`config.mk`:
```
export PLATFORM = sky130hd
export DESIGN_NAME = msh_rd_req_arb
export DESIGN_NICKNAME = d
export VERILOG_FILES = /design/src/rtl/msh_pkg.sv /design/src/rtl/msh_rr_arb.sv /design/src/rtl/msh_rd_req_arb.sv
export SDC_FILE = /design/constraint.sdc
export NUM_CORES = 1
export LEC_CHECK = 0
export ABC_AREA = 1
export BUFFER_PORTS_ARGS = -buffer_cell sky130_fd_sc_hd__buf_4
export CORE_MARGIN = 3
export CORE_UTILIZATION = 46
export CTS_BUF_LIST = sky130_fd_sc_hd__clkbuf_16
export DETAILED_ROUTE_END_ITERATION = 8
export PLACE_DENSITY = 0.79
export SYNTH_ARGS = -nofsm -noshare
export SYNTH_HDL_FRONTEND = slang
export SYNTH_SLANG_ARGS = --single-unit
```
`constraint.sdc`:
```
create_clock -name mclk -period 6.7 [get_ports mclk]
set_input_delay 1.005 -clock mclk [delete_from_list [all_inputs] [get_ports mclk]]
set_output_delay 1.005 -clock mclk [all_outputs]
set_load 0.01 [all_outputs]
```
`src/rtl/msh_pkg.sv`:
```
// Shared defaults, payload type and helpers for the mesh read-request arbiter.
package msh_pkg;

    localparam int unsigned MSH_NUM_REQ = 4;
    localparam int unsigned MSH_ADDR_W  = 20;
    localparam int unsigned MSH_TAG_W   = 8;
    localparam int unsigned MSH_NUM_CRD = 8;

    // Source-index width, never narrower than one bit.
    function automatic int unsigned msh_src_w(input int unsigned n);
        return (n < 2) ? 1 : $clog2(n);
    endfunction

    typedef struct packed {
        logic [MSH_ADDR_W-1:0]                 addr;
        logic [MSH_TAG_W-1:0]                  tag;
        logic [msh_src_w(MSH_NUM_REQ)-1:0]     src;
    } msh_rd_req_t;

    typedef enum logic [1:0] {
        CRD_HOLD,
        CRD_TAKE,
        CRD_GIVE,
        CRD_OVF
    } crd_op_e;

endpackage

```
`src/rtl/msh_rr_arb.sv`:
```
// Round-robin search: first set request at or above ptr_i, wrapping at NUM_REQ-1.
module msh_rr_arb
    import msh_pkg::*;
#(
    parameter int unsigned NUM_REQ = MSH_NUM_REQ,
    parameter int unsigned SRC_W   = msh_src_w(MSH_NUM_REQ)
) (
    input  logic [NUM_REQ-1:0] req_i,
    input  logic [SRC_W-1:0]   ptr_i,
    output logic [NUM_REQ-1:0] gnt_o,
    output logic [SRC_W-1:0]   idx_o,
    output logic               any_o
);

    logic [2*NUM_REQ-1:0] dbl;
    logic [NUM_REQ-1:0]   rot;
    logic [SRC_W:0]       sum;

    // Rotating the doubled vector puts ptr_i at bit 0, so the first set bit
    // is the winner's offset from the pointer.
    always_comb begin
        dbl   = {req_i, req_i} >> ptr_i;
        rot   = dbl[NUM_REQ-1:0];
        sum   = '0;
        idx_o = '0;
        any_o = 1'b0;
        for (int unsigned k = 0; k < NUM_REQ; k++) begin
            if (!any_o && rot[k]) begin
                any_o = 1'b1;
                sum   = {1'b0, ptr_i} + (SRC_W+1)'(k);
                if (sum >= (SRC_W+1)'(NUM_REQ)) begin
                    sum = sum - (SRC_W+1)'(NUM_REQ);
                end
                idx_o = sum[SRC_W-1:0];
            end
        end
        gnt_o = any_o ? (NUM_REQ'(1) << idx_o) : '0;
    end

endmodule

```
`src/rtl/msh_rd_req_arb.sv`:
```
// Credit-gated round-robin arbiter feeding one registered read-request slot
// toward the mesh node.
module msh_rd_req_arb
    import msh_pkg::*;
#(
    parameter int unsigned NUM_REQ = MSH_NUM_REQ,
    parameter int unsigned ADDR_W  = MSH_ADDR_W,
    parameter int unsigned TAG_W   = MSH_TAG_W,
    parameter int unsigned NUM_CRD = MSH_NUM_CRD,
    localparam int unsigned SRC_W  = msh_src_w(NUM_REQ),
    localparam int unsigned CRD_W  = $clog2(NUM_CRD + 1)
) (
    input  logic                      mclk,
    input  logic                      mrst,
    input  logic [NUM_REQ-1:0]        req_vld,
    output logic [NUM_REQ-1:0]        req_rdy,
    input  logic [NUM_REQ*ADDR_W-1:0] req_addr,
    input  logic [NUM_REQ*TAG_W-1:0]  req_tag,
    output logic                      out_vld,
    input  logic                      out_rdy,
    output logic [ADDR_W-1:0]         out_addr,
    output logic [TAG_W-1:0]          out_tag,
    output logic [SRC_W-1:0]          out_src,
    input  logic                      crd_rtn,
    output logic [CRD_W-1:0]          crd_cnt,
    output logic                      crd_err
);

    typedef struct packed {
        logic [ADDR_W-1:0] addr;
        logic [TAG_W-1:0]  tag;
        logic [SRC_W-1:0]  src;
    } rd_req_t;

    logic [ADDR_W-1:0]  addr_a [NUM_REQ];
    logic [TAG_W-1:0]   tag_a  [NUM_REQ];

    logic [NUM_REQ-1:0] arb_gnt;
    logic [SRC_W-1:0]   arb_idx;
    logic               arb_any;
    logic               slot_free;
    logic               may_grant;
    logic               accept;
    crd_op_e            crd_op;

    logic [SRC_W-1:0]   rr_ptr_q,  rr_ptr_d;
    logic [CRD_W-1:0]   crd_cnt_q, crd_cnt_d;
    logic               crd_err_q, crd_err_d;
    logic               out_vld_q, out_vld_d;
    rd_req_t            out_q,     out_d;

    for (genvar i = 0; i < NUM_REQ; i++) begin : g_unpack
        assign addr_a[i] = req_addr[i*ADDR_W +: ADDR_W];
        assign tag_a[i]  = req_tag[i*TAG_W +: TAG_W];
    end

    msh_rr_arb #(
        .NUM_REQ (NUM_REQ),
        .SRC_W   (SRC_W)
    ) u_rr_arb (
        .req_i (req_vld),
        .ptr_i (rr_ptr_q),
        .gnt_o (arb_gnt),
        .idx_o (arb_idx),
        .any_o (arb_any)
    );

    // Only the registered count gates granting, so a same-cycle return is
    // not usable until the following cycle.
    assign slot_free = !out_vld_q || out_rdy;
    assign may_grant = slot_free && (crd_cnt_q != '0) && !mrst;
    assign accept    = may_grant && arb_any;
    assign req_rdy   = may_grant ? arb_gnt : '0;

    always_comb begin
        rr_ptr_d  = rr_ptr_q;
        out_vld_d = out_vld_q;
        out_d     = out_q;
        if (accept) begin
            out_vld_d  = 1'b1;
            out_d.addr = addr_a[arb_idx];
            out_d.tag  = tag_a[arb_idx];
            out_d.src  = arb_idx;
            rr_ptr_d   = (arb_idx == SRC_W'(NUM_REQ - 1)) ? '0 : arb_idx + SRC_W'(1);
        end else if (out_rdy) begin
            out_vld_d = 1'b0;
        end
    end

    always_comb begin
        crd_op = CRD_HOLD;
        if (accept && !crd_rtn) begin
            crd_op = CRD_TAKE;
        end else if (!accept && crd_rtn) begin
            crd_op = (crd_cnt_q == CRD_W'(NUM_CRD)) ? CRD_OVF : CRD_GIVE;
        end
    end

    always_comb begin
        crd_cnt_d = crd_cnt_q;
        crd_err_d = crd_err_q;
        unique case (crd_op)
            CRD_TAKE: crd_cnt_d = crd_cnt_q - CRD_W'(1);
            CRD_GIVE: crd_cnt_d = crd_cnt_q + CRD_W'(1);
            CRD_OVF:  crd_err_d = 1'b1;
            default:  ;
        endcase
    end

    always_ff @(posedge mclk or posedge mrst) begin
        if (mrst) begin
            rr_ptr_q  <= '0;
            crd_cnt_q <= CRD_W'(NUM_CRD);
            crd_err_q <= 1'b0;
            out_vld_q <= 1'b0;
            out_q     <= '0;
        end else begin
            rr_ptr_q  <= rr_ptr_d;
            crd_cnt_q <= crd_cnt_d;
            crd_err_q <= crd_err_d;
            out_vld_q <= out_vld_d;
            out_q     <= out_d;
        end
    end

    assign out_vld  = out_vld_q;
    assign out_addr = out_q.addr;
    assign out_tag  = out_q.tag;
    assign out_src  = out_q.src;
    assign crd_cnt  = crd_cnt_q;
    assign crd_err  = crd_err_q;

endmodule

```
Word-level counts from Yosys, hierarchy flattened
Cells that the tools add are included.

Add/subtract/negate cells: 10. Multiply operators: 0. Divide/modulo/power cells: 0. $lt $le $gt $ge: 5. Equal/unequal tests: 5. Shift-type cells: 2. Mux-type cells: 27. Bitwise gates (word level): 1. Reduce and logical (&&, ||, !) cells: 19.

Operator list (number): binary-select mux 20 bit (select 2 bit) (1); two-way mux 20 bit (2); two-way mux 2 bit (11); binary-select mux 8 bit (select 2 bit) (1); two-way mux 8 bit (2); >= comparator 3 bit, second input constant (4); logical AND 1 bit (8); two-way mux 4 bit (2); case mux 4 bit (2 select lines) (1); >> shifter 8 x 2 -> 4 bit (1); subtractor 2 x 1 -> 2 bit, second input constant (4); logical NOT 1 bit (7); two-way mux 1 bit (7); adder 2 x 2 -> 3 bit, second input constant (2); == test 2 bit, second input constant (3); adder 4 x 1 -> 4 bit, second input constant (1); == test 4 bit, second input constant (1); nonzero test 2 bit (2); nonzero test 4 bit (1); left shift 1 x 2 -> 4 bit, first input constant (1); subtractor 4 x 1 -> 4 bit, second input constant (1); adder 2 x 1 -> 3 bit, second input constant (1); >= comparator 2 x 3 -> 1 bit, second input constant (1); NOT 2 -> 3 bit (1); 3 further kinds (3).

Register bits after elaboration: 38. Latch bits: 0. Bits in writable memories: 0. Memory bits (read-only): 0. Bits of input ports: 120. Output and inout bits: 40. Logic and storage cells: 76. Memories: 0.

Logic depth before layout (Yosys ltp)
Gate-level depths: netlist of run 1.

Depth after elaboration: 18. Gate-level depth with buffers: 23. Mapped depth without buffers: 21.

Hierarchy
Synthesis of run 1 repeated with hierarchy kept, for this count alone.

Cell total of the unflattened synthesis: 449. Area total of the unflattened synthesis: 2849.0 µm².

By module, submodules not included: msh_rd_req_arb (instances 1, cells each 388, area each 2524.9 µm², seq. area each 952.2 µm²); msh_rr_arb (instances 1, cells each 61, area each 324.1 µm², seq. area each 0.0 µm²).

Worst setup path after synthesis of run 1
OpenSTA, ideal clock, no wires.

Kind: input to register. From: input mrst. To: register crd_cnt_q[3], in the netlist crd_cnt[3]. Library setup time: 75 ps. Arrival time: 3780 ps. Data required time: 6625 ps. Setup slack: 2846 ps. Cell stages on the path: 15. Buffers on the path: 1. Path through: inv_1 > o21ai_0 > a21oi_1 > nand2_1 > buf_4 > o21ai_1 > inv_1 > ha_1 > inv_1 > ha_1 > a21o_1 > a21oi_1 > nor2_1 > nor2_1 > xor2_1.

Word-level cells in the longest chain between the ends: 9. Elaborated cells between the ends (all ways): 12. Classes of those cells: eq/ne (2); mux (3); reduce/logical (7).

RTL lines: start, declared (RTL line msh_rd_req_arb.sv:14) `input logic mrst,`; logical NOT 1 bit (no line) (*); logical AND 1 bit (*) (RTL line msh_rd_req_arb.sv:71) `assign may_grant = slot_free && (crd_cnt_q != '0) && !mrst;`; logical AND 1 bit (*) (RTL line msh_rd_req_arb.sv:72) `assign accept = may_grant && arb_any;`; logical NOT 1 bit (RTL line msh_rd_req_arb.sv:94) `end else if (!accept && crd_rtn) begin`; logical AND 1 bit (RTL line msh_rd_req_arb.sv:94); two-way mux 2 bit (RTL line msh_rd_req_arb.sv:94); two-way mux 2 bit (*) (RTL line msh_rd_req_arb.sv:92) `if (accept && !crd_rtn) begin`; == test 2 bit / == test 2 x 1 -> 1 bit (equally long branches) (RTL line msh_rd_req_arb.sv:102) `unique case (crd_op)`; case mux 4 bit (2 select lines) / nonzero test 2 bit (equally long branches); end signal, assigned (RTL line msh_rd_req_arb.sv:113) `crd_cnt_q <= CRD_W'(NUM_CRD);`; end signal, assigned (RTL line msh_rd_req_arb.sv:119) `crd_cnt_q <= crd_cnt_d;`; end, declared (RTL line msh_rd_req_arb.sv:47) `logic [CRD_W-1:0] crd_cnt_q, crd_cnt_d;`.

Mark *: on every way between the ends. The rest lies on a longest branch, timed or not. A chain may end at the register's enable or synchronous reset.

Final worst setup path of run 1
From: input req_vld[3]. To: output req_rdy[3].

Word-level cells in the longest chain between the ends: 14. Elaborated cells between the ends (all ways): 18. Classes of those cells: shift (2); mux (10); reduce/logical (6).

RTL lines: start, declared (RTL line msh_rd_req_arb.sv:15) `input logic [NUM_REQ-1:0] req_vld,`; >> shifter 8 x 2 -> 4 bit (*) (RTL line msh_rr_arb.sv:22) `dbl = {req_i, req_i} >> ptr_i;`; two-way mux 1 bit (RTL line msh_rr_arb.sv:28) `if (!any_o && rot[k]) begin`; logical NOT 1 bit (RTL line msh_rr_arb.sv:28); logical AND 1 bit (RTL line msh_rr_arb.sv:28); two-way mux 1 bit (RTL line msh_rr_arb.sv:28); logical NOT 1 bit (RTL line msh_rr_arb.sv:28); logical AND 1 bit (RTL line msh_rr_arb.sv:28); two-way mux 1 bit (RTL line msh_rr_arb.sv:28); logical NOT 1 bit (RTL line msh_rr_arb.sv:28); logical AND 1 bit (RTL line msh_rr_arb.sv:28); two-way mux 2 bit (*) (RTL line msh_rr_arb.sv:28); net arb_idx[0] (RTL line msh_rd_req_arb.sv:39) `logic [SRC_W-1:0] arb_idx;`; left shift 1 x 2 -> 4 bit (*) (RTL line msh_rr_arb.sv:37) `gnt_o = any_o ? (NUM_REQ'(1) << idx_o) : '0;`; two-way mux 4 bit (*) (RTL line msh_rr_arb.sv:37); two-way mux 4 bit (*) (RTL line msh_rd_req_arb.sv:73) `assign req_rdy = may_grant ? arb_gnt : '0;`; end, declared (RTL line msh_rd_req_arb.sv:16) `output logic [NUM_REQ-1:0] req_rdy,`.

Mark *: on every way through the listed nets, which the timed path passes. The rest lies on a longest branch.

==> flow_metrics.tcl, run 1 <==
set metrics [dict create \
    clock.fmax_mhz 199 \
    period_needed_ns 5.03 \
    clock-root-buffer "clkbuf_16" \
    r2r_cells 19 \
    grt-ovfl-total 0 \
    antenna_found_initial 0 \
    slew_viol_final 0 \
    clk_latency_ns 0.28 \
    post_drt_wl_per_cell_um 12.3 \
    drive_gt1_share_pct 26.4 \
    htree_levels 2 \
    rsz0062_at_grt "no" \
    fp.dieH_um 91.8 \
    ys_ff_latch 38 \
    min_to "crd_err$_DFFE_PP0N_" \
    initialDrtViolationCount 180 \
    grt_pass1_wl_um 16300 \
    p_per_area_nw_per_um2 514 \
    ys.flop_type "dfrtp_1" \
    hold_start "crd_err$_DFFE_PP0N_" \
    min_path_type "flip-flop to flip-flop" \
    utilization_pct 67.5 \
    clock_sinks 38 \
    dpl.hpwl_um 7400 \
    synth-warning-count 0 \
    final_common_cell "nand2_1" \
    port-buffer-count 159 \
    async_reset_ff_share_pct 100 \
    drc 0 \
    drv_cap 0 \
    worstPathRequired_ns 5.69 \
    ctsResizeCount 0 \
    syn_area_um2 3390 \
    drt_first_pass_iters 4 \
    cts.path.max_buffers 2 \
    timing_hold_violations_final 0 \
    synth_edf_count 0 \
    r2r_slack_ns 3.04 \
    yosysUniqueCellTypes 26 \
    pin_count 160 \
    crit_fanout 59 \
    r2r_start "rr_ptr_q[0]$_DFFE_PP0P_" \
    cellLeakagePower_nw 3.01 \
    maxSlewHeadroom_pct 24.5 \
    dr_total_vias 3939 \
    syn_to_final_growth_pct 39.2 \
    rows 30 \
    postRouteAntennaNets 0 \
    die_width_um 91.8 \
    stdcell_count 809 \
    syn_avg_cell_area_um2 5.89 \
    syn_nets 704 \
    syn_inst 575 \
    startpoint_type "primary input" \
    status "completed" \
    cts_setup_buffers 0 \
    grt_pass1_vias 3639 \
    dp.cells 801 \
    cts_buffers 5 \
    nNetsFinal 841 \
    fin_setup_tns_ns 0 \
    coreArea_um2 6980 \
    gp_congestion 0.857 \
    worstMarginPinSlew_ns 1.13 \
    holdPathStages 1 \
    clock_skew_ns 0.00640 \
    viasPerCell 4.87 \
    critPathKind "primary input to output pin" \
    holdWs_ns 0.474 \
    worstReg2RegEnd "crd_cnt[3]$_DFFE_PP1P_" \
    groute.usage.overall_pct 23.2 \
    wl_um 9910 \
    cts_tree "built" \
    clkTransAtPathRegs_ns 0.06 \
    setup_viol 0 \
    start_util_pct 48.5 \
    ys_seq_area_share_pct 28.1 \
    layout_common_cells "nand2_1 (201), buf_4 (163), inv_1 (126), nand3_1 (119), dfrtp_1 (37)" \
    crit_arrival_ns 4.03 \
    grt_start_max_net_pins 60 \
    cp-end-kind "output pin" \
    antenna-diode-count 0 \
    fin_crit_sh_pct 75.1 \
    p_total_mw 2.42 \
    peakVddDrop_uv 258 \
    die_area_um2 8430 \
    hold_buffers 0 \
]
metal layers:
layer	track usage, %	share of wire (%)
met1	28.8	41
met2	40.8	51
met3	4.35	5.9
met4	6.93	1.5
met5	0	0
worst max-delay path by stage:
| stage | from | endpoint | slack, ns | cells after the start |
|---|---|---|---|---|
| global route | req_vld[3] | req_rdy[3] | 1.32 | 13 |
| global placement | req_vld[1] | req_rdy[3] | 1.83 | 13 |
| CTS | req_vld[3] | req_rdy[3] | 1.69 | 13 |
| finish | req_vld[3] | req_rdy[3] | 1.67 | 13 |
| floorplan | mrst | crd_cnt[3]$_DFFE_PP1P_ | 2.85 | 15 |
| detailed placement | req_vld[3] | req_rdy[3] | 1.70 | 13 |
metrics by stage:
stage	worst slack, ns	instance area [µm²]
finish	1.67	4710
global route	1.32	4710
CTS	1.69	4710
detailed placement	1.70	4520
global placement	1.83	4520
floorplan	2.85	3390
critical path, cell delays in order:
cell	delay (ns)
buf_4	0.12
inv_1	0.04
nand2_1	0.05
nand3_2	0.12
nand2_2	0.09
a21oi_1	0.16
nand2_2	0.58
nand2_2	1.09
inv_1	0.21
ha_1	0.26
inv_1	0.07
nor2_1	0.05
buf_4	0.15
state kept, by name, summed over array words and instances (netlist names):
register  cells
out_vld       1
crd_cnt       4
out_addr     20
rr_ptr_q      2
out_src       2
crd_err       1
out_tag       8
cells in the mapped netlist, types with 3 or more instances:
master   instances  area share [%]
o21ai_0          6            0.89
nand3_1        119              18
inv_1          127              14
nand3_2          4             1.2
nand2_2          3            0.55
buf_6            6             2.0
a21oi_1          3            0.44
dfrtp_1         37              27
nor2_1          14             1.6
nand4_1          3            0.55
buf_2           18             2.7
buf_4            7             1.6
nand2_1        203              22
xor2_1           3            0.78
ha_1             8             3.0
power breakdown:
part	total, mW	switching (mW)	internal (mW)
Clock	0.305	0.0915	0.214
Combinational	1.67	1.04	0.629
Sequential	0.448	0.0966	0.352
layout make-up:
cell class / count / area (µm²)
sequential: 38 / 952
clock inverter: 3 / 68.8
fill: 657 / 2270
clock buffer: 5 / 125
tap: 96 / 120
inverter: 130 / 493
timing repair buffer: 163 / 1220
multi-input combinational: 374 / 1730
logic make-up (layout without fill, tap and decap cells):
logic type                 count (synthesis)  in the layout  share of synthesized area [%]
AOI/OAI and AO/OA                         11             11                           1.70
and+or+nand+nor                          350            350                           44.6
adders and majority gates                  9              9                           3.55
xor gates and xnor gates                   4              4                           1.03
DFF                                       38             38                           28.1
buffers and inverters                    163            301                           21.0
No activity file was read; power rests on OpenSTA's default activity.
==> inputs of run 2 (changes only) <==
CORE_UTILIZATION = 43   (was 46)
PLACE_DENSITY = 0.78   (was 0.79)
clock period = 4.4 ns   (was 6.7 ns; I/O delays follow)
==> run 2 against run 1 <==
Net effect: critical path depth grew 6; non-clock buffer count grew 4; hold slack gained 0.0023 ns; power grew 49%; largest cell class unchanged.
==> flow_metrics.tcl, run 2 (same netlist as run 1, synthesis figures left out) <==
set metrics [dict create \
    cellLeakagePower_nw 3.01 \
    cts_buffers 5 \
    clock_skew_ns 0.00483 \
    htree_levels 2 \
    cts_tree "built" \
    cp-end-kind "flip-flop" \
    stdcell_count 816 \
    maxSlewHeadroom_pct 52.3 \
    min_path_type "flip-flop to flip-flop" \
    dpl.hpwl_um 7660 \
    nNetsFinal 845 \
    coreArea_um2 7450 \
    p_per_area_nw_per_um2 769 \
    ctsResizeCount 0 \
    fin_crit_sh_pct 76.3 \
    clk_latency_ns 0.27 \
    critPathKind "flip-flop to flip-flop" \
    layout_common_cells "nand2_1 (201), buf_4 (167), inv_1 (127), nand3_1 (119), dfrtp_1 (37)" \
    timing_hold_violations_final 0 \
    syn_to_final_growth_pct 38.6 \
    hold_buffers 0 \
    rows 31 \
    start_util_pct 45.5 \
    crit_fanout 15 \
    multi_input_area_um2 1730 \
    viasPerCell 4.85 \
    status "completed" \
    antenna_found_initial 0 \
    groute.usage.overall_pct 22.7 \
    grt_pass1_wl_um 16600 \
    fill_cells 715 \
    fp.dieH_um 94.8 \
    worstPathRequired_ns 4.60 \
    antenna-diode-count 0 \
    wl_um 10200 \
    die_area_um2 8980 \
    cts_setup_buffers 0 \
    post_drt_wl_per_cell_um 12.5 \
    die_width_um 94.8 \
    grt_start_max_net_pins 57 \
    rsz0062_at_grt "no" \
    initialDrtViolationCount 150 \
    clock-root-buffer "clkbuf_16" \
    clkTransAtPathRegs_ns 0.06 \
    holdWs_ns 0.476 \
    pin_count 160 \
    r2r_cells 19 \
    largest_reg_flops 20 \
    grt_pass1_vias 3691 \
    holdPathStages 1 \
    grt-ovfl-total 0 \
    drc 0 \
    slew_viol_final 0 \
    crit_arrival_ns 3.56 \
    drv_cap 0 \
    clock_sinks 38 \
    fin_setup_tns_ns 0 \
    port-buffer-count 159 \
    final_common_cell "nand2_1" \
    peakVddDrop_uv 491 \
    postRouteAntennaNets 0 \
    startpoint_type "flip-flop" \
    gp_congestion 0.951 \
    dp.cells 808 \
    cts.path.max_buffers 2 \
    regArea_um2 952 \
    drt_first_pass_iters 5 \
    dr_total_vias 3954 \
    worstMarginPinSlew_ns 0.715 \
    setup_viol 0 \
    period_needed_ns 3.36 \
    clock.fmax_mhz 298 \
    drive_gt1_share_pct 26.8 \
]
-- run 2: cell types whose count changed in the layout (fill, tap and decap cells not counted) --
cell and change:
bufinv_16 -2, inv_1 +1, clkinv_1 -1, buf_4 +4
clkinv_2 +2, clkinv_4 -1, inv_2 +1
-- run 2: cell type report --
| class | instances | area share, % |
|---|---|---|
| flip-flops and latches | 38 | 20.3 |
| inverters | 130 | 10.5 |
| clock buffers | 5 | 2.67 |
| clock inverters | 3 | 0.293 |
| repair buffers | 167 | 26.7 |
| multi-input cells | 374 | 36.9 |
| well taps | 99 | 2.64 |
-- run 2: metal layers --
layer	track usage [%]	wire, µm	up-vias
met5	0	0	-
met4	4.69	127	0
met3	5.18	816	10
li1	-	-	1996
met2	40.5	5050	141
met1	27.9	4200	1807
-- run 2: stage by stage --
step | cell area (µm²) | power (mW) | setup slack, ns | util [%]
6_report | 4690 | 3.61 | 1.04 | 63.0
5_1_grt | 4690 | 4.04 | 0.700 | 63.0
3_3_place_gp | 4550 | 3.22 | 1.10 | 61.2
4_1_cts | 4690 | 3.63 | 1.04 | 63.0
2_1_floorplan | 3390 | 2.63 | 0.891 | -
3_5_place_dp | 4550 | 3.28 | 0.928 | 61.2
-- run 2: report_power, final --
part	internal, mW	leakage (nW)	switching, mW
clock	0.206	0.0748	0.130
combinational	0.976	2.48	1.62
sequential	0.536	0.463	0.145
total	1.72	3.01	1.89
-- run 2: final timing paths --
kind                                         start                      to  slack (ns)
max                        rr_ptr_q[0]$_DFFE_PP0P_  crd_cnt[3]$_DFFE_PP1P_        1.04
max in group asynchronous                     mrst  crd_cnt[3]$_DFFE_PP1P_        3.51
min reg2reg                    crd_err$_DFFE_PP0N_     crd_err$_DFFE_PP0N_        0.48
min                            crd_err$_DFFE_PP0N_     crd_err$_DFFE_PP0N_        0.48
min in group asynchronous                     mrst     out_vld$_DFFE_PP0P_        0.51
max reg2reg                rr_ptr_q[0]$_DFFE_PP0P_  crd_cnt[3]$_DFFE_PP1P_        1.04
-- run 2: critical path, cell delays in order (launching register included) --
cell and delay, ns:
dfrtp_1 0.62, inv_6 0.07, nand2_1 0.12, nand3_2 0.08, nand2_2 0.14, nand2_1 0.07, nor2_1 0.12, nand3_1 0.09
nand2_1 0.40, nand4_1 0.14, o21ai_1 0.14, inv_1 0.07, ha_1 0.20, inv_1 0.12, ha_1 0.24, a21o_1 0.17
a21oi_1 0.16, nor2_1 0.06, nor2_1 0.12, xor2_1 0.16
==> inputs of run 3 (changes only) <==
CORE_UTILIZATION = 46   (was 43)
PLACE_DENSITY = 0.79   (was 0.78)
clock period = 3.5 ns   (was 4.4 ns; I/O delays follow)
==> run 3 against run 2 <==
Net effect: die area down 6.1%; critical path type unchanged; flip-flop and latch count unchanged; first-iteration DRC count up 15%; power up 30%; largest power group unchanged; wire length up 3.3%; register-to-register slack worse by 0.73 ns; hold slack worse by 0.11 ns; clock power up 51%; global-route usage up 2.4 points; largest cell class unchanged; critical path depth up 1.
==> flow_metrics.tcl, run 3 (same netlist as run 1, synthesis figures left out) <==
set metrics [dict create \
    min_path_type "primary input to asynchronous set/reset pin" \
    startpoint_type "flip-flop" \
    grt-ovfl-total 0 \
    post_drt_wl_per_cell_um 12.9 \
    clock_skew_ns 0.00595 \
    drc 0 \
    p_sw_share_pct 51.7 \
    p_clk_share_pct 10.9 \
    status "completed" \
    crit_path_cell_trace "inv_6 -> nand2_1 -> nand3_2 -> nand2_2 -> inv_2 -> nand2_1 -> nor2_1 -> nand3_1 -> nand2_1 -> buf_4 -> o21ai_1 -> inv_1 -> ha_1 -> inv_1 -> ha_1 -> a21o_1 -> a21oi_1 -> nor2_1 -> nor2_1 -> xor2_1" \
    pin_count 160 \
    fill_cells 672 \
    dpl.hpwl_um 7850 \
    worstPathRequired_ns 3.71 \
    syn_to_final_growth_pct 39.7 \
    peakVddDrop_uv 570 \
    cts_tree "built" \
    crit_arrival_ns 3.39 \
    gp_congestion 0.908 \
    maxSlewHeadroom_pct 62.0 \
    pwr-share-comb_pct 70.7 \
    coreArea_um2 6980 \
    die_width_um 91.8 \
    crit_slowest_cell "dfrtp_2" \
    start_util_pct 48.5 \
    worstMarginPinSlew_ns 0.571 \
    viasPerCell 4.85 \
    antenna_found_initial 0 \
    clkTransAtPathRegs_ns 0.06 \
    stdcell_area_um2 4730 \
    cellLeakagePower_nw 3.03 \
    holdWs_ns 0.363 \
    slew_viol_final 0 \
    p_int_mw 2.26 \
    dpl-instance-area_um2 4570 \
    crit_fanout 20 \
    critPathKind "flip-flop to flip-flop" \
    critical-path-max-stage-delay_ns 0.50 \
    stdcell_count 815 \
    wl_um 10500 \
    clock-root-buffer "clkbuf_16" \
    cts.path.max_buffers 2 \
    dr_total_vias 3949 \
    period_needed_ns 3.18 \
    p_per_area_nw_per_um2 988 \
    timing_hold_violations_final 0 \
    final_common_cell "nand2_1" \
    drv_cap 0 \
    dp.cells 807 \
    drive_gt1_share_pct 27.1 \
    postRouteAntennaNets 0 \
    cts_buffers 5 \
    p_seq_share_pct 18.4 \
    htree_levels 2 \
    fin_crit_sh_pct 91.0 \
    drt_first_pass_iters 5 \
    crit_buf_inv 5 \
    clk_latency_ns 0.28 \
    fin_setup_tns_ns 0 \
    rsz0062_at_grt "no" \
    clock_sinks 38 \
    nNetsFinal 847 \
    antenna-diode-count 0 \
    grt_pass1_wl_um 17500 \
    die_area_um2 8430 \
    critPathTopFamily "simple AND/OR/NAND/NOR gates" \
    port-buffer-count 159 \
    grt_start_max_net_pins 57 \
    rows 30 \
    setup_viol 0 \
    cp-end-kind "flip-flop" \
    p_sw_mw 2.42 \
    fp.dieH_um 91.8 \
    groute.usage.overall_pct 25.1 \
    clock.fmax_mhz 314 \
    layout_common_cells "nand2_1 (201), buf_4 (169), inv_1 (126), nand3_1 (119), dfrtp_1 (36)" \
    initialDrtViolationCount 172 \
    largest_reg_flops 20 \
    grt_pass1_vias 3857 \
]
[run 3: changes by cell type in the layout (fill, tap and decap cells not counted)]
cell	delta
inv_1	-1
buf_4	+2
inv_2	-1
dfrtp_2	+1
dfrtp_1	-1
bufinv_16	+1
clkinv_1	+1
[run 3: cell type report]
| cell class | instances | area, µm² | area share (%) |
|---|---|---|---|
| multi-input cells | 374 | 1730 | 36.6 |
| repair buffers | 169 | 1270 | 26.8 |
| flip-flops and latches | 38 | 953 | 20.1 |
| inverters | 130 | 493 | 10.4 |
| clock buffers | 5 | 125 | 2.64 |
| well taps | 96 | 120 | 2.54 |
| clock inverters | 3 | 40.0 | 0.846 |
[run 3: through the flow]
stage | setup WS (ns) | power (mW) | util [%]
floorplan | 0.126 | 3.31 | -
global placement | 0.499 | 4.06 | 65.4
detailed placement | 0.277 | 4.16 | 65.4
CTS | 0.282 | 4.69 | 67.8
global route | 0.0586 | 5.19 | 67.8
finish | 0.316 | 4.68 | 67.8
[run 3: repair_timing]
action | CTS | global route
gates resized for setup | 0 | 1
hold buffers | 0 | 0
setup endpoints to repair | 0 | 1
buffers inserted | 0 | 0
[run 3: worst register-to-register path, cell delays in order (launching register included)]
cell	delay, ns
dfrtp_2	0.50
inv_6	0.11
nand2_1	0.09
nand3_2	0.08
nand2_2	0.07
inv_2	0.06
nand2_1	0.04
nor2_1	0.13
nand3_1	0.08
nand2_1	0.15
buf_4	0.27
o21ai_1	0.12
inv_1	0.07
ha_1	0.19
inv_1	0.10
ha_1	0.28
a21o_1	0.19
a21oi_1	0.21
nor2_1	0.08
nor2_1	0.14
xor2_1	0.15
[run 3: layer usage]
metal	up-vias	GRT usage, %	part of all wire [%]
met5	-	0	0
met4	0	7.18	1.1
met3	10	6.07	7.3
met2	162	43.9	51
met1	1780	30.6	40
li1	1997	-	-
[run 3: power groups by stage]
| stage | logic (mW) | clock network (mW) | registers (mW) |
|---|---|---|---|
| after floorplan | 2.42 | 0 | 0.895 |
| after global placement | 3.21 | 0 | 0.852 |
| after detailed placement | 3.31 | 0 | 0.858 |
| after CTS | 3.32 | 0.514 | 0.860 |
| after global routing | 3.76 | 0.536 | 0.891 |
| final | 3.31 | 0.509 | 0.861 |
[run 3: worst paths after layout]
| kind | endpoint | depth (start not counted) | slack, ns | start |
|---|---|---|---|---|
| setup / recovery | crd_cnt[3]$_DFFE_PP1P_ | 20 | 0.32 | rr_ptr_q[0]$_DFFE_PP0P_ |
| hold / removal | out_vld$_DFFE_PP0P_ | 3 | 0.36 | mrst |
| setup reg to reg | crd_cnt[3]$_DFFE_PP1P_ | 20 | 0.32 | rr_ptr_q[0]$_DFFE_PP0P_ |
| hold reg to reg | crd_err$_DFFE_PP0N_ | 1 | 0.47 | crd_err$_DFFE_PP0N_ |
| max in group asynchronous | rr_ptr_q[0]$_DFFE_PP0P_ | 3 | 2.76 | mrst |
| min in group mclk | out_vld$_DFFE_PP0P_ | 2 | 0.44 | out_rdy |
